## config.mk

```make
export PLATFORM = sky130hd
export DESIGN_NAME = div
export DESIGN_NICKNAME = d
export VERILOG_FILES = /design/src/rtl/div_pkg.sv /design/src/rtl/div_step.sv /design/src/rtl/div.sv
export SDC_FILE = /design/constraint.sdc
export NUM_CORES = 1
export LEC_CHECK = 0
export BUFFER_PORTS_ARGS = -buffer_cell sky130_fd_sc_hd__buf_2
export CAP_MARGIN = 20
export CORE_MARGIN = 3
export CORE_UTILIZATION = 39
export DETAILED_ROUTE_END_ITERATION = 10
export HOLD_SLACK_MARGIN = 0.05
export PLACE_DENSITY = 0.63
export SLEW_MARGIN = 20
export SYNTH_ARGS = -nofsm -noshare
export SYNTH_HDL_FRONTEND = slang
export SYNTH_SLANG_ARGS = --single-unit
```

## constraint.sdc

```tcl
create_clock -name clk -period 13.53 [get_ports clk]
set_clock_uncertainty 0.15 [all_clocks]
set_input_delay 3.3825 -clock clk [delete_from_list [all_inputs] [get_ports clk]]
set_output_delay 3.3825 -clock clk [all_outputs]
set_load 0.01 [all_outputs]
```

## src/rtl/div_pkg.sv

```systemverilog
// Shared types and constants for the radix-2 restoring divider.
// State codes, handshake levels, bus widths and operand sign helpers.
package div_pkg;

  localparam int REG_BUS        = 32;
  localparam int DOUBLE_REG_BUS = 64;

  localparam logic [5:0] DIV_LAST_ITER = 6'd32;

  localparam logic DIV_RESULT_READY     = 1'b1;
  localparam logic DIV_RESULT_NOT_READY = 1'b0;
  localparam logic DIV_START            = 1'b1;
  localparam logic DIV_STOP             = 1'b0;
  localparam logic DIV_ANNUL            = 1'b1;

  typedef enum logic [1:0] {
    DIV_FREE    = 2'b00,
    DIV_BY_ZERO = 2'b01,
    DIV_ON      = 2'b10,
    DIV_END     = 2'b11
  } div_state_t;

  // Magnitude of a two's-complement value; unsigned operands pass through.
  function automatic logic [REG_BUS-1:0] div_magnitude(input logic [REG_BUS-1:0] v,
                                                       input logic is_signed);
    return (is_signed && v[REG_BUS-1]) ? (~v + 1'b1) : v;
  endfunction

  function automatic logic [REG_BUS-1:0] div_negate_if(input logic [REG_BUS-1:0] v,
                                                       input logic neg);
    return neg ? (~v + 1'b1) : v;
  endfunction

endpackage

```

## src/rtl/div_step.sv

```systemverilog
// One restoring division step: shift in the next dividend bit and try to subtract
// the divisor; keep the difference only when it does not borrow.
module div_step
  import div_pkg::*;
(
  input  logic [REG_BUS-1:0] i_rem,
  input  logic [REG_BUS-1:0] i_divisor,
  input  logic               i_bit,
  output logic [REG_BUS-1:0] o_rem_next,
  output logic               o_qbit
);

  logic [REG_BUS:0]   w_shifted;
  logic [REG_BUS+1:0] w_diff;

  assign w_shifted = {i_rem, i_bit};
  assign w_diff    = {1'b0, w_shifted} - {2'b00, i_divisor};

  // A successful subtraction always leaves a value below the divisor, so bit 32
  // can only be set together with the borrow bit.
  assign o_qbit     = ~w_diff[REG_BUS+1] & ~w_diff[REG_BUS];
  assign o_rem_next = o_qbit ? w_diff[REG_BUS-1:0] : w_shifted[REG_BUS-1:0];

endmodule

```

## src/rtl/div.sv

```systemverilog
// Multi-cycle 32-bit restoring divider for DIV/DIVU: 32 iterations plus one
// fix-up edge, result held until the requester drops start_i.
module div
  import div_pkg::*;
(
  input  logic                      clk,
  input  logic                      rst,
  input  logic                      signed_div_i,
  input  logic [REG_BUS-1:0]        opdata1_i,
  input  logic [REG_BUS-1:0]        opdata2_i,
  input  logic                      start_i,
  input  logic                      annul_i,
  output logic [DOUBLE_REG_BUS-1:0] result_o,
  output logic                      ready_o
);

  div_state_t                r_state;
  logic [5:0]                r_count;
  logic [REG_BUS-1:0]        r_rem;
  logic [REG_BUS-1:0]        r_quot;
  logic [REG_BUS-1:0]        r_divisor;
  logic                      r_neg_q;
  logic                      r_neg_r;
  logic [DOUBLE_REG_BUS-1:0] r_result;
  logic                      r_ready;

  div_state_t                w_state_next;
  logic [5:0]                w_count_next;
  logic [REG_BUS-1:0]        w_rem_next;
  logic [REG_BUS-1:0]        w_quot_next;
  logic [REG_BUS-1:0]        w_divisor_next;
  logic                      w_neg_q_next;
  logic                      w_neg_r_next;
  logic [DOUBLE_REG_BUS-1:0] w_result_next;
  logic                      w_ready_next;

  logic [REG_BUS-1:0]        w_step_rem;
  logic                      w_step_qbit;

  // r_quot starts as the dividend magnitude; its MSB feeds each step and the
  // quotient bits shift in from the bottom.
  div_step u_step (
    .i_rem      (r_rem),
    .i_divisor  (r_divisor),
    .i_bit      (r_quot[REG_BUS-1]),
    .o_rem_next (w_step_rem),
    .o_qbit     (w_step_qbit)
  );

  always_ff @(posedge clk or posedge rst) begin
    if (rst) begin
      r_state   <= DIV_FREE;
      r_count   <= '0;
      r_rem     <= '0;
      r_quot    <= '0;
      r_divisor <= '0;
      r_neg_q   <= 1'b0;
      r_neg_r   <= 1'b0;
      r_result  <= '0;
      r_ready   <= DIV_RESULT_NOT_READY;
    end else begin
      r_state   <= w_state_next;
      r_count   <= w_count_next;
      r_rem     <= w_rem_next;
      r_quot    <= w_quot_next;
      r_divisor <= w_divisor_next;
      r_neg_q   <= w_neg_q_next;
      r_neg_r   <= w_neg_r_next;
      r_result  <= w_result_next;
      r_ready   <= w_ready_next;
    end
  end

  always_comb begin
    w_state_next   = r_state;
    w_count_next   = r_count;
    w_rem_next     = r_rem;
    w_quot_next    = r_quot;
    w_divisor_next = r_divisor;
    w_neg_q_next   = r_neg_q;
    w_neg_r_next   = r_neg_r;
    w_result_next  = r_result;
    w_ready_next   = r_ready;

    case (r_state)
      DIV_FREE: begin
        if (start_i == DIV_START && annul_i != DIV_ANNUL) begin
          w_quot_next    = div_magnitude(opdata1_i, signed_div_i);
          w_divisor_next = div_magnitude(opdata2_i, signed_div_i);
          w_rem_next     = '0;
          w_count_next   = '0;
          w_neg_q_next   = signed_div_i & (opdata1_i[REG_BUS-1] ^ opdata2_i[REG_BUS-1]);
          w_neg_r_next   = signed_div_i & opdata1_i[REG_BUS-1];
          w_state_next   = (opdata2_i == '0) ? DIV_BY_ZERO : DIV_ON;
        end
      end

      DIV_BY_ZERO: begin
        if (annul_i == DIV_ANNUL) begin
          w_state_next = DIV_FREE;
        end else begin
          w_result_next = '0;
          w_ready_next  = DIV_RESULT_READY;
          w_state_next  = DIV_END;
        end
      end

      DIV_ON: begin
        if (annul_i == DIV_ANNUL) begin
          w_state_next = DIV_FREE;
        end else if (r_count == DIV_LAST_ITER) begin
          w_result_next = {div_negate_if(r_rem, r_neg_r), div_negate_if(r_quot, r_neg_q)};
          w_ready_next  = DIV_RESULT_READY;
          w_state_next  = DIV_END;
        end else begin
          w_rem_next   = w_step_rem;
          w_quot_next  = {r_quot[REG_BUS-2:0], w_step_qbit};
          w_count_next = r_count + 6'd1;
        end
      end

      DIV_END: begin
        if (start_i == DIV_STOP) begin
          w_result_next = '0;
          w_ready_next  = DIV_RESULT_NOT_READY;
          w_state_next  = DIV_FREE;
        end
      end

      default: begin
        w_state_next = DIV_FREE;
      end
    endcase
  end

  assign result_o = r_result;
  assign ready_o  = r_ready;

endmodule
```

======== Word level (Yosys, flattened, before mapping) ========
Index checks and enable logic that the tools add are counted.
Widths: inputs -> output; s select.
operators by class
  add/subtract/negate cells ............... 6
  equality and inequality tests ........... 11
  muxes and demuxes ....................... 34
  bitwise gates (word level) .............. 11
  reductions and logical operators ........ 11
operator list
  operator               number
  $mux 32                11
  $mux 64                4
  $pmux 64 s3            1
  $add 32x1->32 const B  4
  $not 32->32            4
  $pmux 32 s2            2
  $sub 33x32->34         1
  $logic_not 32->1       1
  $mux 6                 3
  $mux 2                 6
  $ne 2x2->1 const B     6
  $pmux 6 s2             1
  $pmux 2 s4             1
  $add 6x1->6 const B    1
  $eq 6x6->1 const B     1
  $reduce_and 5->1       1
  $eq 2x2->1 const B     2
  $mux 1                 4
  $reduce_and 4->1       1
  $and 1x1->1            3
  $logic_and 1x1->1      3
  $ne 3x3->1 const B     1
  $not 1->1              3
  $pmux 1 s3             1
  7 further kinds        7
word-level totals
  flip-flop bits (word level) ............. 171
  input bits .............................. 69

======== Longest topological paths before layout ========
  depth in word-level cells ............... 7
  gate-level depth with buffers ........... 14
  mapped depth without buffers ............ 12

======== Modules after synthesis ========
From an unflattened synthesis, not the netlist that was laid out.
second synthesis, totals
  cells, all modules ...................... 1418
  area, all modules ....................... 12061.6 um2
by module, submodules not included
  module    times used  cells an instance  area an instance (um2)
  div       1           1089               9582.9
  div_step  1           329                2478.6

======== Least setup slack after synthesis ========
Ideal clock, no wire load.
  kind .................................... input to register
  start ................................... input opdata2_i[9]
  end ..................................... register r_state[1]
  data arrival time ....................... 5.532 ns
  path slack .............................. 7.723 ns
  stages .................................. 9
  path buffers ............................ 0
  cell sequence ........................... or4_1 or3_1 nor3_1 nand2_1 nor2_1 nand3b_1 nor4_1 o21bai_1 mux2_2
between the ends
  longest elaborated chain between the ends .. 4
ends and longest elaborated chain
  item                  RTL line   text
  start, declared       div.sv:10  input logic [REG_BUS-1:0] opdata2_i,
  $logic_not 32->1      div.sv:94  w_state_next = (opdata2_i == '0) ? DIV_BY_ZERO : DIV_ON;
  $mux 2                div.sv:94
  $mux 2                div.sv:87  if (start_i == DIV_START && annul_i != DIV_ANNUL) begin
  $pmux 2 s4            div.sv:85  case (r_state)
  end signal, assigned  div.sv:62  r_state <= w_state_next;
  end, declared         div.sv:17  div_state_t r_state;
No other way between the ends. The select of a mux whose other input is x is not followed.
A chain may end at the register's enable or synchronous reset.

======== Final worst setup path ========
Same ends and word-level chain as after synthesis.

==> impl.org <==
** Worst setup path
- STA puts the critical path data required time at around 14000 ps.
- For this design, the slowest cell found on the critical path is sky130_fd_sc_hd__nor4_1.
- The worst register-to-register path has a depth of 13.
- STA classifies the critical path startpoint as an input pin.
- Delay contributed by the slowest stage of the critical path :: 600 ps
- Origin of the critical flop-to-flop path :: r_quot[31]
- In this run the register-to-register setup slack is between 8000 and 9000 ps.
- Endpoint kind of the worst setup timing path :: register
- Critical path type :: input pin to register
- Terminus of the critical flop-to-flop path :: r_rem[28]
- Crit path DAT :: 6370 ps
- Cell chain of the critical path :: buf_2 > or4_1 > or3_1 > nor3_1 > nand2_1 > nor2_1 > nand3b_1 > nor4_1 > o21bai_1 > mux2_2
- Maximum fanout encountered on the critical timing path :: 5

** Synth
- After synthesis the netlist holds a flip-flop and latch count of ~170.
- Synth async-reset ratio :: 100%
- The synthesized design devotes to its leading area cell type between 30 and 40% of total area.
- Dominant register cell in the synthesized netlist :: sky130_fd_sc_hd__dfrtp_1
- Number of enable flip-flop cells after synthesis :: 0
- Summing every instance area after synthesis gives approximately 0.012 mm2.
- Top cell type by total area after synthesis :: sky130_fd_sc_hd__dfrtp_1
- Most frequently used cell type in the post-synthesis netlist :: sky130_fd_sc_hd__nand2_1
- Synthesis instantiated 71 different standard cells from the library.
- In the post-synthesis netlist, the biggest area contributors are sky130_fd_sc_hd__dfrtp_1 36%, sky130_fd_sc_hd__o21ai_0 8.8%, sky130_fd_sc_hd__nand2_1 7.3%, sky130_fd_sc_hd__xor2_1 6.1%, sky130_fd_sc_hd__ha_1 4.4%.
- Counting instances in the post-synthesis netlist gives the leading cell types as 234 x sky130_fd_sc_hd__nand2_1, 211 x sky130_fd_sc_hd__o21ai_0, 171 x sky130_fd_sc_hd__dfrtp_1.
- A synthesized cell averages around 8 um2.
- Yosys warnings :: 0
- Summing the sequential cell areas from Yosys gives a little over a third of the chip area.
- Post-synthesis net count :: roughly 1600
- Counting every instance in the synthesized netlist gives roughly 1500.

** Clock tree
- Post-CTS timing repair inserted 0 buffers for setup.
- Number of sinks handled by clock tree synthesis :: around 170
- Later-pin clock latency in the skew report :: approximately 440 ps
- The longest clock path from root to sink contains 2 buffers.
- TritonCTS clock tree :: yes
- Cts repair resizes :: 0
- The number of clock buffers added by TritonCTS is 17.
- CTS placed an instance of sky130_fd_sc_hd__clkbuf_16 at the clock tree root.
- In this run the number of H-tree levels came out at 4.
- Post-CTS Hold Buffers :: 0
- After clock tree synthesis, the clock-pin slew on the worst setup and hold paths is 70 ps.

** Power and ir drop
- Summed over all nets, the switching power comes to between 1500 and 2000 uW.
- For this design the ratio of total power to cell area is 255 mW/mm2.
- Sw Ratio :: 51.2%
- Seq pwr share :: 25.6%
- Largest vdd supply drop :: between 0.0001 and 0.00015 V
- Summed over all cells, the static leakage comes to 0.00604 uW.
- The clock network burns approximately 14% of the power.
- Comb pwr share :: between 50% and 60%
- Internal power comes to roughly 1700 uW.

** Floorplanning
- The core region is 0.0300 mm2.
- Initial core utilization :: around two fifths
- The floorplan step set the die width to between 150 and 200 um.
- Die area :: roughly 0.033 mm2
- Vertical die dimension :: roughly 180 um
- I/O pin count :: between 100 and 150
- Standard-cell row count :: 63

** Layout
- Across the whole layout, storage elements account for approximately 0.0043 mm2.
- The repair_antennas step left the layout with diodes totalling 0.
- Number of filler instances in the final layout :: a little over 3000
- The post-route netlist has about 13% of its cells at a drive strength greater than 1.
- Measured on the finished design, the core utilization comes to between 40% and 50%.
- Summing all multi-input logic gate instances after layout gives 0.00714 mm2.
- From synthesis to final layout, the design area changed by 13.1%.
- The finished cells cover approximately 0.014 mm2.
- After the last flow step, the layout net total stands at roughly 1700.

** Route
- Total iterations of the first detailed-routing run :: 5
- Summing over every cut layer, the via total after detailed routing is 11000.
- Routed wire length :: around 34000 um
- After detailed routing, the number of remaining DRC violations is 0.
- Final antenna-violating net count :: 0
- In this run, the number of DRC markers left after iteration 0 of detailed routing was 1026.
- Number of vias per cell :: between 5 and 6
- Dividing the detail-routed wire length by the instance count gives 17.1 um.

** Hold path
- Hold endpoint :: result_o[14]
- The worst hold path was traced through 2 stages.
- Start point of the worst min-delay path :: result_o[14]
- Hold Crit Class :: register to register

** Timing
- Transition time at the pin with the least slew margin :: 1040 ps
- The final critical path takes up ~46% of the cycle.
- Max Clock Freq :: between 150 and 200 MHz
- Counting I/O delays and the setup requirement, the final critical path takes 6190 ps.
- Max-slew violations :: 0
- RSZ-0062 raised after global routing :: false
- After routing, the total negative slack on setup checks comes to 0 ps.
- Setup violations remaining at the end of the flow were counted as 0.
- The worst pin sits at a relative slew slack of 30.9%.
- Final Hold Fails :: 0

** Global route
- The number of global-route vias before repair came to between 10000 and 15000.
- Entering global routing, the biggest net connects 97 pins.
- Global-route wire length before repair :: 54800 um
- Total global routing overflow :: 0
- The initial antenna violation count was 0.
- Global routing usage summed across all routing layers :: about 20%

** Job
- The tool flagged a number of max-cap violations equal to 0.

** Place
- The placed instances occupy a cell area of approximately 0.013 mm2.
- Half-perimeter wire length after detailed placement :: 24600 um
- GPL Wtd Cong :: 0.905
- Port buffering added approximately 130 buffers.

** Run status
- Result of the run :: completed
critical path, delay by kind of cell:
| kind | cells | cell delay (ps) |
|---|---|---|
| AO/OA/AOI/OAI | 1 | 120 |
| buffers and inverters | 1 | 110 |
| multiplexers | 1 | 280 |
| AND/OR/NAND/NOR | 7 | 2490 |
cell usage in the layout, fill, tap and decap left out, drive strengths merged, types with 9 or more instances in the layout:
master  instances
or3            25
ha             42
dfrtp         171
o21ai         216
nand4          13
xor2           83
nand3          25
and3            9
inv            74
o31ai          33
buf           150
a21oi          99
nor2           72
o311ai         13
a21o           10
a211oi         12
nor3           23
a311oi          9
or4            18
clkbuf         20
o211ai         23
nand2         234
o41ai          14
a22o           12
xnor2          55
stage by stage:
step	total power (uW)	hold slack (ps)	setup slack (ps)	instances
after floorplan	2390	300	5370	1493
after global placement	2910	309	6910	1938
after detailed placement	2930	315	6830	1938
after CTS	3450	332	7290	1969
after global routing	3770	347	7210	1970
final	3460	323	7340	1970
worst max-delay path by stage:
stage / from / end / slack, ps
floorplan: rst / r_count[0] / 5370
global placement: opdata2_i[9] / r_state[1] / 6910
detailed placement: opdata2_i[9] / r_state[1] / 6830
CTS: opdata2_i[9] / r_state[1] / 7290
global route: opdata2_i[9] / r_state[1] / 7210
finish: opdata2_i[9] / r_state[1] / 7340
cell families (layout without fill, tap and decap cells):
group                      after synthesis  count (layout)  synth area share, %
muxes                                    9               9                0.761
and+or+nand+nor                        468             468                 18.1
DFF                                    171             171                 35.7
buffers and inverters                  163             250                 5.12
adders and majority gates               43              43                 4.54
AOI/OAI and AO/OA                      501             501                 25.7
xor gates and xnor gates               138             138                 10.1
area by class of cell:
cell class                      instances  share of cell area (%)
Tap cell                              390                    3.60
Timing Repair Buffer                  150                    5.94
Sequential cell                       171                    31.5
Multi-Input combinational cell       1159                    52.6
Clock buffer                           20                    3.44
Clock inverter                         11                   0.940
Inverter                               69                    1.95
registers in the layout, indices dropped and copies added, names as in the netlist:
signal / cells
r_neg_r: 1
r_count: 6
r_neg_q: 1
r_divisor: 32
result_o: 64
r_state: 2
r_rem: 32
ready_o: 1
r_quot: 32
power by group through the flow:
stage | sequential, uW | clock (uW) | combinational [uW]
global route | 912 | 532 | 2320
detailed placement | 890 | 0 | 2040
finish | 887 | 500 | 2070
global placement | 880 | 0 | 2020
floorplan | 791 | 0 | 1590
CTS | 880 | 511 | 2060
metal layers:
layer | vias to the layer above | GRT usage, % | share of wire, %
li1 | 5505 | - | -
met1 | 5158 | 30.1 | 48
met2 | 349 | 30.5 | 43
met3 | 25 | 4.13 | 7.6
met4 | 0 | 4.57 | 1.1
met5 | - | 0 | 0
Note: power is estimated with default switching activity, not from simulation.
